File: config.mk
export PLATFORM = sky130hd
export DESIGN_NAME = ps_mm_reader
export DESIGN_NICKNAME = d
export VERILOG_FILES = /design/src/rtl/ps_mm_reader.sv
export SDC_FILE = /design/constraint.sdc
export NUM_CORES = 1
export LEC_CHECK = 0
export ABC_AREA = 1
export CAP_MARGIN = 20
export CORE_MARGIN = 4
export CORE_UTILIZATION = 55
export CTS_CLUSTER_DIAMETER = 150
export CTS_CLUSTER_SIZE = 8
export DETAILED_ROUTE_END_ITERATION = 8
export PLACE_DENSITY = 0.79
export SYNTH_ARGS = -nofsm -noshare
export SYNTH_HDL_FRONTEND = slang
export SYNTH_SLANG_ARGS = --single-unit
File: constraint.sdc
create_clock -name clk -period 5.22 [get_ports clk]
set_input_delay 1.566 -clock clk [delete_from_list [all_inputs] [get_ports clk]]
set_output_delay 1.566 -clock clk [all_outputs]
set_load 0.01 [all_outputs]
File: src/rtl/ps_mm_reader.sv
// Avalon-MM block reader: fetches ceil(L/SYMBOLS) words and emits them as one PacketStream packet.
// Output follows readdatavalid by >=1 cycle; read credits cap in-flight words at DEPTH so a stalled o_rdy never drops data.

module ps_mm_fifo #(
  parameter int WIDTH = 8,
  parameter int DEPTH = 4
) (
  input  logic             clk,
  input  logic             reset,
  input  logic             push,
  input  logic [WIDTH-1:0] push_dat,
  input  logic             pop,
  output logic [WIDTH-1:0] head,
  output logic             empty
);
  localparam int PW = $clog2(DEPTH);
  localparam logic [PW:0] CAP = 1'b1 << PW;

  logic [WIDTH-1:0] mem [DEPTH];
  logic [PW-1:0]    wr_ptr;
  logic [PW-1:0]    rd_ptr;
  logic [PW:0]      count;
  logic             do_push;
  logic             do_pop;

  assign empty   = (count == '0);
  assign do_push = push & (count != CAP);
  assign do_pop  = pop & ~empty;
  assign head    = mem[rd_ptr];

  always_ff @(posedge clk or posedge reset) begin
    if (reset) begin
      wr_ptr <= '0;
      rd_ptr <= '0;
      count  <= '0;
      for (int i = 0; i < DEPTH; i++) mem[i] <= '0;
    end else begin
      if (do_push) begin
        mem[wr_ptr] <= push_dat;
        wr_ptr      <= wr_ptr + PW'(1);
      end
      if (do_pop) rd_ptr <= rd_ptr + PW'(1);
      case ({do_push, do_pop})
        2'b10:   count <= count + (PW+1)'(1);
        2'b01:   count <= count - (PW+1)'(1);
        default: count <= count;
      endcase
    end
  end
endmodule

module ps_mm_reader #(
  parameter int DWIDTH  = 8,
  parameter int AWIDTH  = 8,
  parameter int SYMBOLS = 4,
  parameter int LWIDTH  = 16,
  parameter int DEPTH   = 4
) (
  input  logic                       clk,
  input  logic                       reset,
  input  logic [AWIDTH-1:0]          cmd_address,
  input  logic [LWIDTH-1:0]          cmd_length,
  input  logic                       cmd_valid,
  output logic                       cmd_ready,
  output logic                       busy,
  output logic [DWIDTH-1:0]          o_dat,
  output logic [$clog2(SYMBOLS)-1:0] o_mty,
  output logic                       o_val,
  output logic                       o_eop,
  input  logic                       o_rdy,
  output logic [AWIDTH-1:0]          avm_address,
  output logic [SYMBOLS-1:0]         avm_byteenable,
  output logic                       avm_read,
  input  logic [DWIDTH-1:0]          avm_readdata,
  input  logic                       avm_readdatavalid,
  input  logic                       avm_waitrequest
);
  localparam int MW = $clog2(SYMBOLS);
  localparam int CW = $clog2(DEPTH) + 1;
  localparam logic [CW-1:0] CREDIT_INIT = 1'b1 << (CW - 1);

  typedef enum logic [1:0] {IDLE, READ, DRAIN} state_t;

  state_t            state;
  state_t            state_next;
  logic [AWIDTH-1:0] ptr;
  logic [LWIDTH-1:0] issue_cnt;
  logic [LWIDTH-1:0] out_cnt;
  logic [CW-1:0]     credit;
  logic [MW-1:0]     mty_q;
  logic [LWIDTH-1:0] words;
  logic [MW-1:0]     len_lo;
  logic [MW-1:0]     last_mty;
  logic              start;
  logic              issue;
  logic              hs;
  logic              fifo_empty;

  assign len_lo   = cmd_length[MW-1:0];
  assign words    = (cmd_length >> MW) + LWIDTH'(|len_lo);
  assign last_mty = '0 - len_lo;
  assign start    = cmd_valid & cmd_ready & (cmd_length != '0);
  assign issue    = avm_read & ~avm_waitrequest;
  assign hs       = o_val & o_rdy;

  always_comb begin
    state_next = state;
    cmd_ready  = 1'b0;
    busy       = 1'b1;
    avm_read   = 1'b0;
    case (state)
      IDLE: begin
        cmd_ready = 1'b1;
        busy      = 1'b0;
        if (start) state_next = READ;
      end
      READ: begin
        // credit only falls on an issue, so a stalled request stays asserted
        avm_read = (credit != '0);
        if (issue && issue_cnt == LWIDTH'(1)) state_next = DRAIN;
      end
      DRAIN: begin
        if (out_cnt == '0 || (hs && out_cnt == LWIDTH'(1))) state_next = IDLE;
      end
      default: state_next = IDLE;
    endcase
  end

  always_ff @(posedge clk or posedge reset) begin
    if (reset) begin
      state     <= IDLE;
      ptr       <= '0;
      issue_cnt <= '0;
      out_cnt   <= '0;
      credit    <= CREDIT_INIT;
      mty_q     <= '0;
    end else begin
      state <= state_next;
      if (start) begin
        ptr       <= cmd_address;
        issue_cnt <= words;
        out_cnt   <= words;
        mty_q     <= last_mty;
      end else begin
        if (issue) begin
          ptr       <= ptr + AWIDTH'(1);
          issue_cnt <= issue_cnt - LWIDTH'(1);
        end
        if (hs) out_cnt <= out_cnt - LWIDTH'(1);
      end
      case ({issue, hs})
        2'b10:   credit <= credit - CW'(1);
        2'b01:   credit <= credit + CW'(1);
        default: credit <= credit;
      endcase
    end
  end

  // responses landing while idle are leftovers from before a reset
  ps_mm_fifo #(.WIDTH(DWIDTH), .DEPTH(DEPTH)) u_buf (
    .clk      (clk),
    .reset    (reset),
    .push     (avm_readdatavalid & (state != IDLE)),
    .push_dat (avm_readdata),
    .pop      (hs),
    .head     (o_dat),
    .empty    (fifo_empty)
  );

  assign o_val          = ~fifo_empty;
  assign o_eop          = o_val & (out_cnt == LWIDTH'(1));
  assign o_mty          = mty_q;
  assign avm_address    = ptr;
  assign avm_byteenable = '1;
endmodule

==> results.ini, run 1 <==
[clock_tree]
cts_setup_buffers=0
cts_resized=0
htreeDepth=3
root_buffer=clkbuf_8
cts_tree=yes
numCtsBuffers=9
postCtsHoldBufs=0
clockBufferDepth=2
clk_pin_slew_ns=0.09
cts.sinks=86
clock_latency_ns=0.36

[critical_path]
cp-start-kind=flop
path_delay_family=buffers and inverters
setup.worst_path.end_class=primary output
worstPathCellList=inv_1, o21ai_0, o22ai_1, clkdlybuf4s50_1
critical_path_class=flop to primary output
cp_slowest_cell=dfrtp_1
cp_max_fo=18
path_buf_inv=2
cp_data_required_time_ns=3.65
max_stage_delay_ns=0.73
arrival_ns=2.33

[finish]
ff_latch_area_mm2=0.00215
num-fill-cells=808
drive_gt1_share_pct=9.28
final_common_cell=nand2_1
diodes=0
syn_to_final_growth_pct=15.9
layout_common_cells=nand2_1, nor2_1, dfrtp_1
layout.nets=814
multiInputGateArea_mm2=0.00288

[drt]
drt-initial-drc-count=223
vias_per_cell=5.30
ant_nets=0
vias=4734
wl_per_cell_um=13.9
dr.pass1.iters=5
wirelength_um=12400
drcViolationCount=0

[status]
outcome=completed

[floorplanning]
start_util_pct=57.3
die_height_um=107
die_w_um=107
core_area_mm2=0.00942
rows=35
num_io_pins=65
die_area_mm2=0.0115

[timing]
hold_viol=0
setup_violations=0
rsz0062_at_grt=false
min_period_ns=3.90
final.setup.tns_ns=0
drv_slew=0
worst_pin_slew_ns=0.748
fmax_ghz=0.257
relSlewSlack_pct=50.1
skew_ns=0.0143
worst_slack_ns=1.32
fin_crit_sh_pct=74.6

[grt]
antenna_found_initial=0
grt_pass1_wl_um=21200
grt_max_degree=56
grt-ovfl-total=0
track_usage_pct=22.8
grt_pass1_vias=4603

[yosys]
yosysSeqAreaShare_pct=39.9
synth_edf_count=0
synthCells=704
synth_area_mm2=0.00540
async_flop_share_pct=100
ys_warn_count=0
ys_ff_latch=86
yosys.cell_types.count=36
synth-main-ff-cell=dfrtp_1
synth_area_per_cell_um2=7.66

[power_and_ir_drop]
vdd_ir_drop_max_uv=288
cellLeakagePower_nw=3.15
powerDensity_mw_per_mm2=556

[place]
port_buffers=60
dpl.hpwl_um=9300
pre_cts_ws_ns=1.43
globalplace.congestion=0.877

[hold_path]
hold_path.class=flop to flop

[run]
max_cap_viol_count=0

==> sequential cells by signal, summed over array words and instances (netlist names) <==
signal        cells
credit            3
u_buf.wr_ptr      2
u_buf.rd_ptr      2
u_buf.mem        32
state             2
u_buf.count       3
out_cnt          16
o_mty             2
issue_cnt        16
avm_address       8
==> synth_stat cells (2+ instances only) <==
cell type	instances	area share, %
mux2_4	8	2.2
nor3_1	3	0.28
nand3_1	47	4.4
fa_1	2	0.74
buf_4	8	1.1
nand4_1	7	0.81
inv_2	3	0.21
o21ai_0	27	2.5
and3_1	2	0.23
nor2_8	4	1.5
xnor2_1	8	1.3
xor2_1	12	1.9
o22ai_1	8	0.93
inv_1	65	4.5
nor2_1	93	6.5
nor2_2	3	0.35
nand2_4	3	0.63
clkbuf_1	4	0.28
nand2_1	231	16
o211ai_1	11	1.5
mux2_2	25	5.2
dfrtp_1	85	39
ha_1	14	3.2
a21oi_1	5	0.46
nand2_2	2	0.23
nand3b_1	7	0.97
o21ai_1	3	0.28
buf_2	6	0.56
==> area by class of cell <==
type                       count  area share (%)
tap                          129            2.58
sequential                    86            34.4
timing repair buffer          61            9.72
inverter                      69            4.20
clock inverter                 7            1.10
multi-input combinational    533            46.0
clock buffer                   9            1.98
==> power by group <==
| part | switching, mW | leakage, nW | internal (mW) |
|---|---|---|---|
| logic | 0.969 | 1.99 | 0.797 |
| clock network | 0.271 | 0.100 | 0.188 |
| registers | 0.270 | 1.05 | 0.983 |
| total | 1.51 | 3.15 | 1.97 |
==> layer usage <==
metal / GRT usage [%] / vias up / routed length (µm)
met2: 36.3 / 148 / 5930
met4: 7.76 / 0 / 279
met5: 0 / - / 0
li1: - / 2339 / -
met3: 4.09 / 20 / 721
met1: 31.2 / 2227 / 5460
==> per-stage QoR <==
stage / utilization [%] / power [mW] / area (µm²) / cells / hold slack (ns)
5_1_grt: 66.4 / 3.80 / 6250 / 894 / 0.505
3_3_place_gp: 64.4 / 2.95 / 6060 / 878 / 0.452
2_1_floorplan: - / 2.48 / 5410 / 707 / 0.437
3_5_place_dp: 64.4 / 3.02 / 6060 / 878 / 0.460
4_1_cts: 66.4 / 3.49 / 6250 / 894 / 0.476
6_report: 66.4 / 3.48 / 6250 / 894 / 0.472
==> path summary, 6_finish.rpt <==
path                                 start        endpoint  slack (ns)  depth (start not counted)
max in group asynchronous            reset       credit[2]        2.58                          3
min reg2reg                 u_buf.count[0]  u_buf.count[0]        0.47                          1
max                        u_buf.rd_ptr[0]        o_dat[0]        1.32                          4
min in group asynchronous            reset      out_cnt[2]        1.63                          2
min                         u_buf.count[0]  u_buf.count[0]        0.47                          1
max reg2reg                       state[1]       credit[1]        2.76                          6
==> cells by family (layout without fill, tap and decap cells) <==
family	count (synthesis)	after routing	synth area share (%)
buf+inv	88	146	7.00
fa+ha+maj	16	16	3.99
mux	33	33	7.44
xor+xnor	20	20	3.25
simple gates	406	406	32.6
other cells	1	4	0.0695
flops	86	86	39.9
compound gates	54	54	5.70
(Power assumes the default switching activity.)
==> run 2, diff against run 1 <==
CORE_UTILIZATION = 51   (was 55)
PLACE_DENSITY = 0.77   (was 0.79)
clock period = 3.5 ns   (was 5.22 ns; I/O delays follow)
==> run 2 against run 1 <==
  * Worst setup slack worse by 0.97 ns
  * Hold slack better by 0.018 ns
  * Final area up 0.90%
  * Clock skew down 0.0057 ns
  * Wire length up 5.0%
  * Critical path depth unchanged
  * Critical endpoint is now o_dat[5]
  * Highest routed layer unchanged
==> results.ini, run 2 (synthesized netlist as in run 1, its figures left out) <==
[place]
port_buffers=60  ; unchanged
dpl.hpwl_um=9790  ; +5.2%
place_inst=890  ; +1.4%
globalplace.congestion=0.940  ; +7.2%
placed_cell_area_mm2=0.00612  ; +0.97%

[run]
max_cap_viol_count=0  ; unchanged

[timing]
fmax_ghz=0.318
drv_slew=0  ; unchanged
fin_crit_sh_pct=89.8
skew_ns=0.00860  ; -0.00571 ns
worst_pin_slew_ns=0.704  ; -0.0441 ns
setup_violations=0  ; unchanged
min_period_ns=3.14
hold_viol=0  ; unchanged
rsz0062_at_grt=false
relSlewSlack_pct=53.0  ; +2.9 points
final.setup.tns_ns=0  ; unchanged

[grt]
grt_max_degree=50  ; -11%
grt_pass1_wl_um=22100  ; +4.5%
grt_pass1_vias=4672  ; +1.5%
grt-ovfl-total=0  ; unchanged
track_usage_pct=21.7  ; -1.1 points
antenna_found_initial=0  ; unchanged

[drt]
drt-initial-drc-count=335  ; +50%
vias=4804  ; +1.5%
wl_per_cell_um=14.4  ; +3.6%
ant_nets=0  ; unchanged
wirelength_um=13000  ; +5.0%
drcViolationCount=0  ; unchanged
dr.pass1.iters=5  ; unchanged
vias_per_cell=5.30  ; +0.13%

[clock_tree]
cts_setup_buffers=0  ; unchanged
clockBufferDepth=2  ; unchanged
postCtsHoldBufs=0  ; unchanged
cts_tree=yes
clk_pin_slew_ns=0.09  ; about the same
root_buffer=clkbuf_8
htreeDepth=3  ; unchanged
cts_resized=0  ; unchanged
cts.sinks=86  ; unchanged
numCtsBuffers=9  ; unchanged
clock_latency_ns=0.37  ; about the same

[critical_path]
reg2reg_slack_ns=1.21  ; -1.55 ns
cp_max_fo=17  ; -1
cp-start-kind=flop
cp_data_required_time_ns=2.45  ; -1.20 ns
critical_path_class=flop to primary output
arrival_ns=2.09  ; -0.24 ns
setup.worst_path.end_class=primary output

[floorplanning]
die_area_mm2=0.0123  ; +7.3%
die_height_um=111  ; +3.6%
num_io_pins=65  ; unchanged
core_area_mm2=0.0103  ; +9.6%
start_util_pct=52.3  ; -5.0 points
rows=37  ; +5.7%
die_w_um=111  ; +3.6%

[finish]
final_common_cell=nand2_1
diodes=0  ; unchanged
syn_to_final_growth_pct=17.0
layout_common_cells=nand2_1, nor2_1, dfrtp_1
max_flop_register=u_buf.mem
finalNonFillerCells=906  ; +1.3%
largest_reg_flops=32  ; unchanged
final_cell_area_mm2=0.00631  ; +0.90%
drive_gt1_share_pct=9.87  ; +0.59 points
top_regs=u_buf.mem x32, issue_cnt x16, out_cnt x16
layout.nets=819  ; +0.61%

[status]
outcome=completed

[power_and_ir_drop]
vdd_ir_drop_max_uv=553  ; +92%
powerDensity_mw_per_mm2=831  ; +49%
cellLeakagePower_nw=3.17  ; +0.58%

[hold_path]
hold_path.class=flop to flop

run 2: changes by cell type in the layout (fill, tap and decap cells not counted), sizes merged:
cell,delta
buf,+5
clkbuf,+1
clkinvlp,+2
clkinv,-1
inv,-2
run 2: report_power, final:
| part | leakage [nW] | switching, mW | internal, mW | total (mW) |
|---|---|---|---|---|
| logic | 2.02 | 1.51 | 1.21 | 2.72 |
| clock network | 0.0914 | 0.385 | 0.288 | 0.674 |
| registers | 1.05 | 0.379 | 1.47 | 1.85 |
run 2: area by class of cell:
| type | count | area [µm²] |
|---|---|---|
| clock inverters | 6 | 52.6 |
| well taps | 136 | 170 |
| repair buffers | 66 | 658 |
| inverters | 69 | 263 |
| flip-flops and latches | 86 | 2150 |
| multi-input cells | 533 | 2880 |
| fillers | 900 | 4010 |
| clock buffers | 10 | 138 |
run 2: metrics by stage:
step	power, mW	utilization [%]	hold slack, ns	setup WS, ns
after floorplan	3.69	-	0.437	0.230
after global placement	4.44	59.3	0.457	0.414
after detailed placement	4.58	59.3	0.480	0.342
after CTS	5.28	61.1	0.496	0.348
after global routing	5.71	61.1	0.520	0.199
final	5.24	61.1	0.489	0.358
run 2: critical path, stage by stage, from the launching register on:
cell and delay, ns:
dfrtp_1 0.38, inv_1 0.40, o21ai_0 0.18, o22ai_1 0.19, clkdlybuf4s50_1 0.57
run 2: final timing paths:
| path | start | to | cells past startpoint |
|---|---|---|---|
| worst max register to register | u_buf.count[0] | credit[1] | 8 |
| worst min register to register | u_buf.count[0] | u_buf.count[0] | 1 |
| max in group asynchronous | reset | credit[2] | 3 |
| worst max-delay path | u_buf.rd_ptr[0] | o_dat[5] | 4 |
| worst min-delay path | u_buf.count[0] | u_buf.count[0] | 1 |
| min in group asynchronous | reset | out_cnt[14] | 2 |
run 2: layer usage:
layer / GRT usage, % / vias to the layer above / share of wire [%] / wire, µm
met5: 0 / - / 0 / 0
met4: 5.50 / 0 / 1.6 / 205
met3: 6.22 / 23 / 5.3 / 694
met2: 36.6 / 135 / 49 / 6360
met1: 27.3 / 2293 / 44 / 5740
li1: - / 2353 / - / -
